[src/rtl/display_select_ctrl.sv]
// rtl/display_select_ctrl.sv - registered display source selector with alarm hold and key-entry blink
module display_select_ctrl #(
  parameter int DIGIT_W     = 4,
  parameter int NUM_DIGITS  = 4,
  parameter int HOLD_CYCLES = 3,
  parameter int BLINK_DIV   = 2
) (
  input  logic                          clock,
  input  logic                          reset,
  input  logic [DIGIT_W*NUM_DIGITS-1:0] current_time,
  input  logic [DIGIT_W*NUM_DIGITS-1:0] alarm_time,
  input  logic [DIGIT_W*NUM_DIGITS-1:0] key_time,
  input  logic                          show_a,
  input  logic                          show_new_time,
  input  logic                          blink_en,
  output logic [DIGIT_W*NUM_DIGITS-1:0] display_time,
  output logic [1:0]                    display_src
);

  localparam int W   = DIGIT_W * NUM_DIGITS;
  localparam int HCW = $clog2(HOLD_CYCLES + 1);
  localparam int BCW = (BLINK_DIV > 1) ? $clog2(BLINK_DIV) : 1;

  localparam logic [HCW-1:0] HOLD_LOAD  = HCW'(HOLD_CYCLES);
  localparam logic [HCW-1:0] HOLD_ONE   = HCW'(1);
  localparam logic [BCW-1:0] BLINK_LAST = BCW'(BLINK_DIV - 1);
  localparam logic [BCW-1:0] BLINK_ONE  = BCW'(1);
  localparam logic [W-1:0]   BLANK      = '1;

  typedef enum logic [1:0] {
    ST_CUR = 2'b00,
    ST_ALM = 2'b01,
    ST_KEY = 2'b10
  } state_t;

  state_t         state;
  logic [HCW-1:0] hold_cnt;
  logic [BCW-1:0] blink_cnt;
  logic           blink_ph;

  // Outputs are loaded from the same branch that picks the next state, so the
  // display always reflects the state being entered and the data sampled now.
  always_ff @(posedge clock) begin
    if (reset) begin
      state        <= ST_CUR;
      hold_cnt     <= '0;
      blink_cnt    <= '0;
      blink_ph     <= 1'b0;
      display_time <= '0;
      display_src  <= 2'b00;
    end else if (show_new_time) begin
      state       <= ST_KEY;
      hold_cnt    <= '0;
      display_src <= 2'b10;
      if (state != ST_KEY) begin
        blink_cnt    <= '0;
        blink_ph     <= 1'b0;
        display_time <= key_time;
      end else if (blink_cnt == BLINK_LAST) begin
        blink_cnt    <= '0;
        blink_ph     <= ~blink_ph;
        display_time <= (blink_en && !blink_ph) ? BLANK : key_time;
      end else begin
        blink_cnt    <= blink_cnt + BLINK_ONE;
        display_time <= (blink_en && blink_ph) ? BLANK : key_time;
      end
    end else begin
      blink_cnt <= '0;
      blink_ph  <= 1'b0;
      if (show_a) begin
        state        <= ST_ALM;
        hold_cnt     <= HOLD_LOAD;
        display_time <= alarm_time;
        display_src  <= 2'b01;
      end else if (state == ST_ALM && hold_cnt > HOLD_ONE) begin
        hold_cnt     <= hold_cnt - HOLD_ONE;
        display_time <= alarm_time;
        display_src  <= 2'b01;
      end else begin
        state        <= ST_CUR;
        hold_cnt     <= '0;
        display_time <= current_time;
        display_src  <= 2'b00;
      end
    end
  end

endmodule
[config.mk]
export PLATFORM = sky130hd
export DESIGN_NAME = display_select_ctrl
export DESIGN_NICKNAME = d
export VERILOG_FILES = /design/src/rtl/display_select_ctrl.sv
export SDC_FILE = /design/constraint.sdc
export NUM_CORES = 1
export LEC_CHECK = 0
export BUFFER_PORTS_ARGS = -buffer_cell sky130_fd_sc_hd__buf_2
export CORE_MARGIN = 2
export CORE_UTILIZATION = 39
export CTS_CLUSTER_DIAMETER = 80
export DETAILED_ROUTE_END_ITERATION = 6
export PLACE_DENSITY = 0.79
export REMOVE_ABC_BUFFERS = 1
export SETUP_SLACK_MARGIN = 0.2
export SYNTH_ARGS = -nofsm -noshare
export SYNTH_HDL_FRONTEND = slang
export SYNTH_SLANG_ARGS = --single-unit
[constraint.sdc]
create_clock -name clock -period 1.7 [get_ports clock]
set_input_delay 0.085 -clock clock [delete_from_list [all_inputs] [get_ports clock]]
set_output_delay 0.085 -clock clock [all_outputs]
set_load 0.005 [all_outputs]
==> flow_metrics.py <==
metrics = {
    "place": {
        "place.gp.congestion": 0.712,
        "dp.cells": 191,
        "dp_hpwl_um": 1940,
        "port_buffers": 70,
    },
    "critical_path": {
        "r2r_cells": 5,
        "critPathMaxFanout": 5,
        "path_class": "reg2reg",
        "timing.rr.end": "display_time[6]",
        "start_kind": "flop",
        "rrSetupSlack_ps": 260,
        "required_ps": 1910,
        "arrival_ps": 1660,
        "cp-startpoint": "hold_cnt[1]",
        "critPathCaptureType": "flop",
        "rr_startpoint": "hold_cnt[1]",
    },
    "synthesis": {
        "synthXorXnorAreaFrac_pct": 0.877,
        "synth_area_leader_cell": "dfxtp_1",
        "synth_seq_cells": 24,
        "ys.warnings.count": 0,
        "synth-simple-area-share_pct": 14.3,
        "synthesis.area_um2": 998,
        "synthMuxAreaShare_pct": 0,
        "synth.distinct_cells": 17,
        "synth_top_family_by_area": "compound AO/OA/AOI/OAI gates",
        "yosys.area.top_type_share_pct": 48.1,
        "synthAdderAreaFrac_pct": 1.25,
        "yosysSeqAreaShare_pct": 48.1,
        "yosys-top-cells-area": "dfxtp_1 (48%), o221a_1 (18%), nor3_1 (8.5%)",
        "synth-compound-area-share_pct": 28.4,
        "synthCells": 101,
        "syn_area_per_cell_um2": 9.89,
    },
    "floorplan": {
        "die_w_um": 54.6,
        "io_pins": 71,
        "die_y_um": 54.6,
        "start_util_pct": 40.7,
        "rows": 18,
        "die_area_um2": 2980,
        "core_area_um2": 2450,
    },
    "clocking": {
        "cts-root-buf": "clkbuf_4",
        "cts_buffers": 3,
        "cts_tree": "built",
        "h-tree-depth": 1,
        "clock-sinks": 24,
        "holdBufCountCts": 0,
        "clk_pin_slew_worst_paths_ps": 130,
        "clk_latency_ps": 310,
        "clockBufferDepth": 2,
    },
    "routing": {
        "ant_nets": 0,
        "vias": 1077,
        "routed_via_density": 5.44,
        "drt_iter0_markers": 21,
        "routed_wl_um": 2870,
        "wire_per_inst_um": 14.5,
        "drtPass1Iterations": 4,
        "drc": 0,
    },
    "flow_run": {
        "max_cap_viol_count": 0,
    },
    "sta": {
        "setup_violations": 0,
        "rsz0062_at_grt": "false",
        "finalMaxSlewViolations": 0,
        "fin_worst_skew_ps": 1.04,
        "slew_headroom_pct": 70.2,
        "fmax_ghz": 0.693,
        "tightest_slew_ps": 447,
        "final_hold_viol_count": 0,
        "period_share_pct": 84.8,
        "post-route-min-period_ps": 1440,
    },
    "global_route": {
        "track_usage_pct": 19.0,
        "grt_pass1_vias": 977,
        "grt_first_pass_wirelength_um": 4030,
        "grt_max_degree": 23,
        "globalRouteOverflowTotal": 0,
        "antenna_found_initial": 0,
    },
    "worst_hold_path": {
        "hold_class": "in2reg",
        "hold_end": "display_time[12]",
        "min-delay-start": "key_time[12]",
        "min_path_cells": 2,
    },
    "final_layout": {
        "final_nets": 223,
        "fin_util_pct": 59.8,
        "final_cells": 198,
        "drive_gt1_share_pct": 50.0,
        "antenna_cells": 0,
        "area_growth_pct": 47.1,
    },
    "pwr": {
        "power-per-cell-area_nw_per_um2": 834,
        "fin_total_pwr_mw": 1.23,
        "power.leakage_nw": 0.668,
        "vdd_drop_max_mv": 0.580,
    },
    "outcome": {
        "status": "finished, final reports clean",
    },
}
[flip-flops by register name, summed over array words and instances (netlist names)]
name,cells
display_time,16
display_src,2
hold_cnt,2
state,2
blink_cnt,1
blink_ph,1
[timing repair]
| item | 4_1_cts | 5_1_grt |
|---|---|---|
| resized for setup | 2 | 11 |
| setup buffers | 0 | 1 |
| pin swaps | 1 | 4 |
| cloned | 0 | 2 |
| setup endpoints to repair | 18 | 16 |
[worst max-delay path, stage by stage, from the launching register on]
cell and delay [ps]:
dfxtp_2 360, inv_2 40, ha_2 150, nand4bb_4 250, a21o_4 280, o221a_1 260
[layer usage]
metal | track usage (%) | part of all wire, % | wire length [µm] | vias to the layer above
li1 | - | - | - | 523
met4 | 9.58 | 1.6 | 46 | 0
met3 | 4.37 | 8.8 | 254 | 8
met5 | 0 | 0 | 0 | -
met2 | 31.9 | 52 | 1480 | 55
met1 | 22.4 | 38 | 1090 | 491
[per-stage QoR]
stage	setup WS, ps	TNS (ps)	hold WS, ps	cell area, µm²
final	258	0	20.6	1470
after detailed placement	50.7	0	346	1330
after floorplan	-155	-2540	157	936
after global placement	154	0	343	1330
after global routing	203	0	10.7	1470
after CTS	208	0	13.6	1390
[synth_stat cells]
cell type	number
nor2b_1	2
buf_2	5
a21o_1	1
clkbuf_1	4
ha_1	1
nor2_1	5
a21oi_1	16
dfxtp_1	24
o221a_1	16
o21ai_2	1
xnor2_1	1
nand3b_1	2
nor3_1	17
buf_6	2
a211oi_1	1
inv_1	2
nand4bb_1	1
[cells by family after synthesis]
logic type,Yosys count
AO/OA/AOI/OAI,35
AND/OR/NAND/NOR,27
flip-flops,24
buffers and inverters,13
XOR/XNOR,1
adder cells (fa/ha/maj),1
[area by class of cell]
cell class / count / area (µm²)
inverters: 2 / 7.51
clock inverters: 1 / 30.0
multi-input cells: 66 / 512
clock buffers: 3 / 22.5
well taps: 30 / 37.5
flip-flops and latches: 24 / 482
fillers: 216 / 986
repair buffers: 72 / 378
[power by group]
group	leakage, nW	total [mW]	switching, mW	internal [mW]
Clock	0.0279	0.406	0.168	0.238
Sequential	0.200	0.610	0.0113	0.599
Combinational	0.441	0.209	0.0966	0.112
Total	0.668	1.23	0.276	0.950
[worst max-delay path by stage]
stage / endpoint / cells past startpoint
2_1_floorplan: display_time[0] / 5
3_3_place_gp: display_time[3] / 5
3_5_place_dp: display_time[6] / 5
4_1_cts: display_time[8] / 5
5_1_grt: display_time[6] / 5
6_report: display_time[6] / 5
[layout by cell type (no fill, tap or decap), drive strengths merged]
cell,instances
a211oi,1
a21o,3
a21oi,16
buf,72
bufinv,1
clkbuf,3
dfxtp,24
ha,1
inv,2
nand3b,2
nand4bb,1
nor2,5
nor2b,2
nor3,17
o21ai,1
o221a,16
xnor2,1
Note: power is estimated with default switching activity, not from simulation.
